<file path="src/rtl/cgupll_cfgseq.sv">
`default_nettype none
// ============================================================================
// Module   : cgupll_cfgseq
// Purpose  : Initiator side of the CGU PLL setcfg/lock handshake. Captures a
//            requested PLL configuration into a shadow bus, issues a single
//            setcfg strobe, waits out the wrapper apply window, then waits for
//            a debounced lock or a timeout and reports the outcome.
// Options  : CGUPLL_CFGSEQ_RETRY_EN - first timeout of a sequence reissues
//            setcfg with a reloaded timeout; only a second timeout fails.
// Revision : 1.0 - initial release
// ============================================================================
module cgupll_cfgseq #(
    parameter int PREDIV_W   = 5,
    parameter int FBDIV_W    = 12,
    parameter int FRAC_W     = 24,
    parameter int POSTDIV_W0 = 3,
    parameter int POSTDIV_W1 = 3,
    parameter int TMO_W      = 16,
    parameter int SETTLE_CYC = 32,
    parameter int GUARD_CYC  = 12
) (
    input  logic                  clk,
    input  logic                  reset,
    input  logic                  cfg_req,
    input  logic                  cfg_off,
    input  logic [PREDIV_W-1:0]   cfg_m,
    input  logic [FBDIV_W-1:0]    cfg_n,
    input  logic [FRAC_W-1:0]     cfg_f,
    input  logic                  cfg_fen,
    input  logic [POSTDIV_W0-1:0] cfg_q00,
    input  logic [POSTDIV_W1-1:0] cfg_q10,
    input  logic [POSTDIV_W0-1:0] cfg_q01,
    input  logic [POSTDIV_W1-1:0] cfg_q11,
    input  logic [TMO_W-1:0]      cfg_tmo,
    input  logic                  err_clr,
    input  logic                  lock,
    output logic                  pllen,
    output logic                  setcfg,
    output logic [PREDIV_W-1:0]   pll_m,
    output logic [FBDIV_W-1:0]    pll_n,
    output logic [FRAC_W-1:0]     pll_f,
    output logic                  pll_fen,
    output logic [POSTDIV_W0-1:0] pll_q00,
    output logic [POSTDIV_W1-1:0] pll_q10,
    output logic [POSTDIV_W0-1:0] pll_q01,
    output logic [POSTDIV_W1-1:0] pll_q11,
    output logic                  busy,
    output logic                  done,
    output logic                  done_ok,
    output logic                  err_tmo
);

    // Guard counter must be able to hold GUARD_CYC itself; settle only needs SETTLE_CYC-1.
    localparam int c_GUARD_W  = (GUARD_CYC  > 0) ? $clog2(GUARD_CYC + 1) : 1;
    localparam int c_SETTLE_W = (SETTLE_CYC > 1) ? $clog2(SETTLE_CYC)    : 1;

    typedef enum logic [2:0] {
        ST_IDLE   = 3'd0,
        ST_PULSE  = 3'd1,
        ST_GUARD  = 3'd2,
        ST_WAITLK = 3'd3,
        ST_DONE   = 3'd4
    } state_t;

    state_t                  r_state;
    state_t                  w_state_nxt;

    logic [1:0]              r_lock_sync;
    logic                    w_lock_s;

    logic [c_GUARD_W-1:0]    r_guard_cnt;
    logic [c_SETTLE_W-1:0]   r_settle_cnt;
    logic [TMO_W-1:0]        r_tmo_cnt;
    logic                    r_tmo_en;

    logic [PREDIV_W-1:0]     r_m;
    logic [FBDIV_W-1:0]      r_n;
    logic [FRAC_W-1:0]       r_f;
    logic                    r_fen;
    logic [POSTDIV_W0-1:0]   r_q00;
    logic [POSTDIV_W1-1:0]   r_q10;
    logic [POSTDIV_W0-1:0]   r_q01;
    logic [POSTDIV_W1-1:0]   r_q11;

    logic                    r_pllen;
    logic                    r_done_ok;
    logic                    r_err_tmo;

    logic                    w_capture;
    logic                    w_guard_end;
    logic                    w_settle_hit;
    logic                    w_tmo_hit;
    logic                    w_tmo_tick;
    logic                    w_fin_ok;
    logic                    w_fin_fail;
    logic                    w_setcfg;
    logic                    w_busy;
    logic                    w_done;

`ifdef CGUPLL_CFGSEQ_RETRY_EN
    logic [TMO_W-1:0]        r_tmo_rl;
    logic                    r_retried;
    logic                    w_retry;
`endif

    assign w_lock_s     = r_lock_sync[1];
    assign w_capture    = (r_state == ST_IDLE) && cfg_req;
    assign w_guard_end  = (r_guard_cnt == c_GUARD_W'(GUARD_CYC));
    assign w_settle_hit = w_lock_s && (r_settle_cnt == c_SETTLE_W'(SETTLE_CYC - 1));
    // The decrement happening this cycle lands on zero (or it is already there).
    assign w_tmo_hit    = r_tmo_en && (r_tmo_cnt <= TMO_W'(1));
    assign w_tmo_tick   = r_tmo_en && ((r_state == ST_GUARD) || (r_state == ST_WAITLK));
    // Timeout wins over a settle completion in the same cycle.
    assign w_fin_ok     = (r_state == ST_WAITLK) && !w_tmo_hit && w_settle_hit;

`ifdef CGUPLL_CFGSEQ_RETRY_EN
    assign w_retry      = (r_state == ST_WAITLK) && w_tmo_hit && !r_retried;
    assign w_fin_fail   = (r_state == ST_WAITLK) && w_tmo_hit && r_retried;
`else
    assign w_fin_fail   = (r_state == ST_WAITLK) && w_tmo_hit;
`endif

    // Two-flop synchroniser for the asynchronous PLL lock.
    always_ff @(posedge clk or posedge reset) begin
        if (reset) begin
            r_lock_sync <= 2'b00;
        end else begin
            r_lock_sync <= {r_lock_sync[0], lock};
        end
    end

    // Sequencer state register.
    always_ff @(posedge clk or posedge reset) begin
        if (reset) begin
            r_state <= ST_IDLE;
        end else begin
            r_state <= w_state_nxt;
        end
    end

    // Next-state and strobe decode.
    always_comb begin
        w_state_nxt = r_state;
        w_setcfg    = 1'b0;
        w_busy      = 1'b1;
        w_done      = 1'b0;
        case (r_state)
            ST_IDLE: begin
                w_busy = 1'b0;
                if (cfg_req) begin
                    w_state_nxt = ST_PULSE;
                end
            end
            ST_PULSE: begin
                w_setcfg    = 1'b1;
                w_state_nxt = ST_GUARD;
            end
            ST_GUARD: begin
                if (w_guard_end) begin
                    w_state_nxt = ST_WAITLK;
                end
            end
            ST_WAITLK: begin
                if (w_tmo_hit) begin
`ifdef CGUPLL_CFGSEQ_RETRY_EN
                    w_state_nxt = r_retried ? ST_DONE : ST_PULSE;
`else
                    w_state_nxt = ST_DONE;
`endif
                end else if (w_settle_hit) begin
                    w_state_nxt = ST_DONE;
                end
            end
            ST_DONE: begin
                w_done      = 1'b1;
                w_state_nxt = ST_IDLE;
            end
            default: begin
                w_state_nxt = ST_IDLE;
            end
        endcase
    end

    // Guard window counter: cleared while pulsing, saturates at GUARD_CYC.
    always_ff @(posedge clk or posedge reset) begin
        if (reset) begin
            r_guard_cnt <= '0;
        end else if (r_state == ST_PULSE) begin
            r_guard_cnt <= '0;
        end else if ((r_state == ST_GUARD) && !w_guard_end) begin
            r_guard_cnt <= r_guard_cnt + c_GUARD_W'(1);
        end
    end

    // Consecutive synced-lock counter; any low lock_s restarts the settle window.
    always_ff @(posedge clk or posedge reset) begin
        if (reset) begin
            r_settle_cnt <= '0;
        end else if ((r_state != ST_WAITLK) || !w_lock_s) begin
            r_settle_cnt <= '0;
        end else if (r_settle_cnt != c_SETTLE_W'(SETTLE_CYC - 1)) begin
            r_settle_cnt <= r_settle_cnt + c_SETTLE_W'(1);
        end
    end

    // Timeout down-counter; armed at capture, stops at zero.
    always_ff @(posedge clk or posedge reset) begin
        if (reset) begin
            r_tmo_cnt <= '0;
            r_tmo_en  <= 1'b0;
        end else if (w_capture) begin
            r_tmo_cnt <= cfg_tmo;
            r_tmo_en  <= (cfg_tmo != '0);
`ifdef CGUPLL_CFGSEQ_RETRY_EN
        end else if (w_retry) begin
            r_tmo_cnt <= r_tmo_rl;
`endif
        end else if (w_tmo_tick && (r_tmo_cnt != '0)) begin
            r_tmo_cnt <= r_tmo_cnt - TMO_W'(1);
        end
    end

`ifdef CGUPLL_CFGSEQ_RETRY_EN
    // Retry bookkeeping: reload value and one-shot retry flag per sequence.
    always_ff @(posedge clk or posedge reset) begin
        if (reset) begin
            r_tmo_rl  <= '0;
            r_retried <= 1'b0;
        end else if (w_capture) begin
            r_tmo_rl  <= cfg_tmo;
            r_retried <= 1'b0;
        end else if (w_retry) begin
            r_retried <= 1'b1;
        end
    end
`endif

    // Shadow configuration; only updated on the IDLE->PULSE capture.
    always_ff @(posedge clk or posedge reset) begin
        if (reset) begin
            r_m   <= '0;
            r_n   <= '0;
            r_f   <= '0;
            r_fen <= 1'b0;
            r_q00 <= '0;
            r_q10 <= '0;
            r_q01 <= '0;
            r_q11 <= '0;
        end else if (w_capture) begin
            r_m   <= cfg_m;
            r_n   <= cfg_n;
            r_f   <= cfg_f;
            r_fen <= cfg_fen;
            r_q00 <= cfg_q00;
            r_q10 <= cfg_q10;
            r_q01 <= cfg_q01;
            r_q11 <= cfg_q11;
        end
    end

    // PLL enable: a request always enables, cfg_off only disables from IDLE.
    always_ff @(posedge clk or posedge reset) begin
        if (reset) begin
            r_pllen <= 1'b0;
        end else if (w_capture || (r_state == ST_PULSE)) begin
            r_pllen <= 1'b1;
        end else if ((r_state == ST_IDLE) && cfg_off) begin
            r_pllen <= 1'b0;
        end
    end

    // Result flag, registered on the way into DONE so it lines up with done.
    always_ff @(posedge clk or posedge reset) begin
        if (reset) begin
            r_done_ok <= 1'b0;
        end else begin
            r_done_ok <= w_fin_ok;
        end
    end

    // Sticky timeout error; a new failure beats a simultaneous clear.
    always_ff @(posedge clk or posedge reset) begin
        if (reset) begin
            r_err_tmo <= 1'b0;
        end else if (w_fin_fail) begin
            r_err_tmo <= 1'b1;
        end else if (err_clr) begin
            r_err_tmo <= 1'b0;
        end
    end

    assign pllen   = r_pllen;
    assign setcfg  = w_setcfg;
    assign busy    = w_busy;
    assign done    = w_done;
    assign done_ok = r_done_ok;
    assign err_tmo = r_err_tmo;
    assign pll_m   = r_m;
    assign pll_n   = r_n;
    assign pll_f   = r_f;
    assign pll_fen = r_fen;
    assign pll_q00 = r_q00;
    assign pll_q10 = r_q10;
    assign pll_q01 = r_q01;
    assign pll_q11 = r_q11;

endmodule
`default_nettype wire

</file>
<file path="config.mk">
export PLATFORM = sky130hd
export DESIGN_NAME = cgupll_cfgseq
export DESIGN_NICKNAME = d
export VERILOG_FILES = /design/src/rtl/cgupll_cfgseq.sv
export SDC_FILE = /design/constraint.sdc
export NUM_CORES = 1
export LEC_CHECK = 0
export ABC_AREA = 1
export BUFFER_PORTS_ARGS = -buffer_cell sky130_fd_sc_hd__buf_2
export CELL_PAD_IN_SITES_DETAIL_PLACEMENT = 1
export CELL_PAD_IN_SITES_GLOBAL_PLACEMENT = 1
export CORE_UTILIZATION = 39
export DETAILED_ROUTE_END_ITERATION = 10
export PLACE_DENSITY = 0.88
export SLEW_MARGIN = 20
export SYNTH_ARGS = -nofsm -noshare
export SYNTH_HDL_FRONTEND = slang
export SYNTH_SLANG_ARGS = --single-unit
</file>
<file path="constraint.sdc">
create_clock -name clk -period 4 [get_ports clk]
set_input_delay 0 -clock clk [delete_from_list [all_inputs] [get_ports clk]]
set_output_delay 0 -clock clk [all_outputs]
set_load 0.05 [all_outputs]
</file>
==> impl_metrics.ini <==
[critical_path]
path_buf_inv = 1
path_class = flip-flop to flip-flop
crit_chain = nor2_4, nand2_2, nor2_4, buf_4, nand2_1, o21ai_1, nand2_1, o21ai_1
required_ns = 4.31
cp-start-kind = flip-flop
cp_slowest_stage_delay_ns = 0.58
cp_top_family = buffers and inverters
cpMaxStageDelayCell = buf_4
crit_arrival_ns = 2.19
endpoint_kind = flip-flop
cp_max_fo = 70

[die]
die_area_um2 = 11000
io-pin-count = 136
core_area_um2 = 10300
fp-row-count = 37
die_x_um = 105
start_util_pct = 40.1
die_h_um = 105

[drt]
dr.pass1.iters = 4
routed_wl_um = 15700
drtIter0Drc = 210
num_vias = 4407
route.detailed.wl_per_inst_um = 18.2
antenna_left = 0
drcViolationCount = 0
vias_per_cell = 5.11

[clocking]
cts-root-buf = clkbuf_8
clockBufferDepth = 2
cts_tree = done
cts.sinks = 88
clkLatencyLatePin_ns = 0.38
cts-buffers-inserted = 9
h-tree-depth = 3
clkTransAtPathRegs_ns = 0.10

[logic_synthesis]
synth-seq-area-share_pct = 53.2
avgSynthCellArea_um2 = 8.02
syn_nets = 598
yosysWarnings = 0
synth_cell_types = 30
synth_top_area_cell = dfrtp_1
synthCells = 516
synth_top_cell_area_share_pct = 53.2
synthTopCellsByArea = dfrtp_1 53%, nand2_1 22%, nand3_1 4.5%
ys_ff_latch = 88
synth_area_um2 = 4140

[power_and_ir_drop]
p_per_area_nw_per_um2 = 845
irDropWorstVdd_mv = 0.459
p_leak_nw = 3.22

[sta]
rsz0062_at_grt = false
worst_slack_ns = 2.11
finalClockSkew_ns = 0.00913
setup-violations-final = 0
finalHoldViolations = 0
finalCritPeriodShare_pct = 47.1
setup-tns-final_ns = 0
max_freq_ghz = 0.530
maxSlewHeadroom_pct = 48.1
slew_violations = 0
worst_slew_pin_slew_ns = 0.778
min_period_ns = 1.89

[placement]
dp_hpwl_um = 8430
gp_congestion = 0.845
portBuffers = 135
pre_cts_slack_ns = 2.15

[run]
maxCapViolCount = 0

[global_route]
grt_pass1_wl_um = 25300
grt_max_degree = 73
antenna_found_initial = 0
grt_usage_pct = 30.0
grt_pass1_vias = 4901
grt_overflow = 0

[cells_and_area]
nets = 803
n_antenna_cell = 0
syn_to_final_growth_pct = 41.0
drive_above_1_share_pct = 23.4

[min_path]
hp-class = input port to flip-flop

[run_status]
status = finished clean
logic make-up (layout without fill, tap and decap cells):
family / after synthesis / after routing / share of synthesized area (%)
AO/OA/AOI/OAI: 19 / 19 / 2.57
AND/OR/NAND/NOR: 345 / 345 / 35.3
XOR/XNOR: 8 / 8 / 1.69
adder cells (fa/ha/maj): 6 / 6 / 1.81
buffers and inverters: 50 / 260 / 5.41
flip-flops: 88 / 88 / 53.2
synth_stat cells, drive strengths merged:
| cell | instances |
|---|---|
| nand3b | 5 |
| o21bai | 1 |
| o21ai | 10 |
| nor3 | 2 |
| nand2 | 253 |
| inv | 35 |
| xnor2 | 1 |
| nand4 | 6 |
| o22ai | 1 |
| o31ai | 1 |
| and3 | 1 |
| nor4 | 2 |
| a21oi | 4 |
| xor2 | 7 |
| o21a | 2 |
| buf | 15 |
| nand3 | 37 |
| nor2 | 39 |
| ha | 6 |
| dfrtp | 88 |
power breakdown:
part / internal, mW / switching, mW / leakage [nW]
sequential: 1.26 / 0.325 / 1.11
clock: 0.297 / 0.379 / 0.102
combinational: 0.653 / 2.01 / 2.01
total: 2.21 / 2.72 / 3.22
final timing paths:
kind / start / endpoint / slack, ns / cells after the start
worst max-delay path: r_state[0]$_DFFE_PP0P_ / r_tmo_cnt[0]$_DFFE_PP0P_ / 2.11 / 8
worst min-delay path: cfg_req / r_state[0]$_DFFE_PP0P_ / 0.01 / 3
worst max register to register: r_state[0]$_DFFE_PP0P_ / r_tmo_cnt[0]$_DFFE_PP0P_ / 2.11 / 8
worst min register to register: r_lock_sync[0]$_DFF_PP0_ / r_lock_sync[1]$_DFF_PP0_ / 0.36 / 0
max in group asynchronous: reset / r_tmo_cnt[9]$_DFFE_PP0P_ / 2.63 / 4
min in group asynchronous: reset / pll_q01[1]$_DFFE_PP0P_ / 0.28 / 3
worst min-delay path, stage by stage:
cell and delay, ns:
buf_2 0.11, nor2_1 0.13, o31ai_1 0.10
per-layer routing:
metal  share of wire (%)  vias to the layer above  track usage, %
li1                    -                     2013               -
met4                 4.0                        0            14.2
met5                   0                        -               0
met2                  52                      182            54.0
met3                 5.6                       49            6.05
met1                  39                     2163            33.9
sequential cells by signal (all words and copies together) (netlist names):
signal        count
pll_f            24
r_tmo_cnt        16
pll_n            12
pll_m             5
r_settle_cnt      5
r_guard_cnt       4
pll_q00           3
pll_q01           3
pll_q10           3
pll_q11           3
r_state           3
r_lock_sync       2
done_ok           1
err_tmo           1
pll_fen           1
pllen             1
r_tmo_en          1
cell type report:
type | instances | area (um2)
Fill cell | 1272 | 4490
Sequential cell | 88 | 2200
Multi-Input combinational cell | 378 | 1710
Timing Repair Buffer | 209 | 1410
Tap cell | 136 | 170
Inverter | 35 | 135
Clock buffer | 9 | 124
Clock inverter | 7 | 80.1
stage by stage:
stage                     std cells  util (%)  hold WS, ns  total power, mW  area (um2)
after floorplan                 516         -       0.0314             3.43        4140
after global placement          774      47.6        0.113             3.94        4910
after detailed placement        774      47.6        0.116             4.06        4910
after CTS                       862      56.5      0.00991             4.79        5840
after global routing            862      56.5       0.0462             5.20        5840
final                           862      56.5       0.0130             4.93        5840
cell usage in the layout, fill, tap and decap left out, drive strengths merged, types with 2 or more instances in the layout:
cell type / instances
dlygate4sd3: 72
ha: 6
nand2: 253
nor4: 2
buf: 137
nand3b: 5
clkbuf: 9
inv: 36
o21ai: 10
clkinv: 4
o21a: 2
nor3: 2
nand3: 37
xor2: 7
nor2: 39
dfrtp: 88
a21oi: 4
nand4: 6
repair_timing:
action | 4_1_cts | 5_1_grt
gates resized for setup | 0 | 0
endpoints found under the hold margin | 115 | 0
hold buffers | 72 | 0
setup buffers | 0 | 0
No activity file was read; power rests on OpenSTA's default activity.
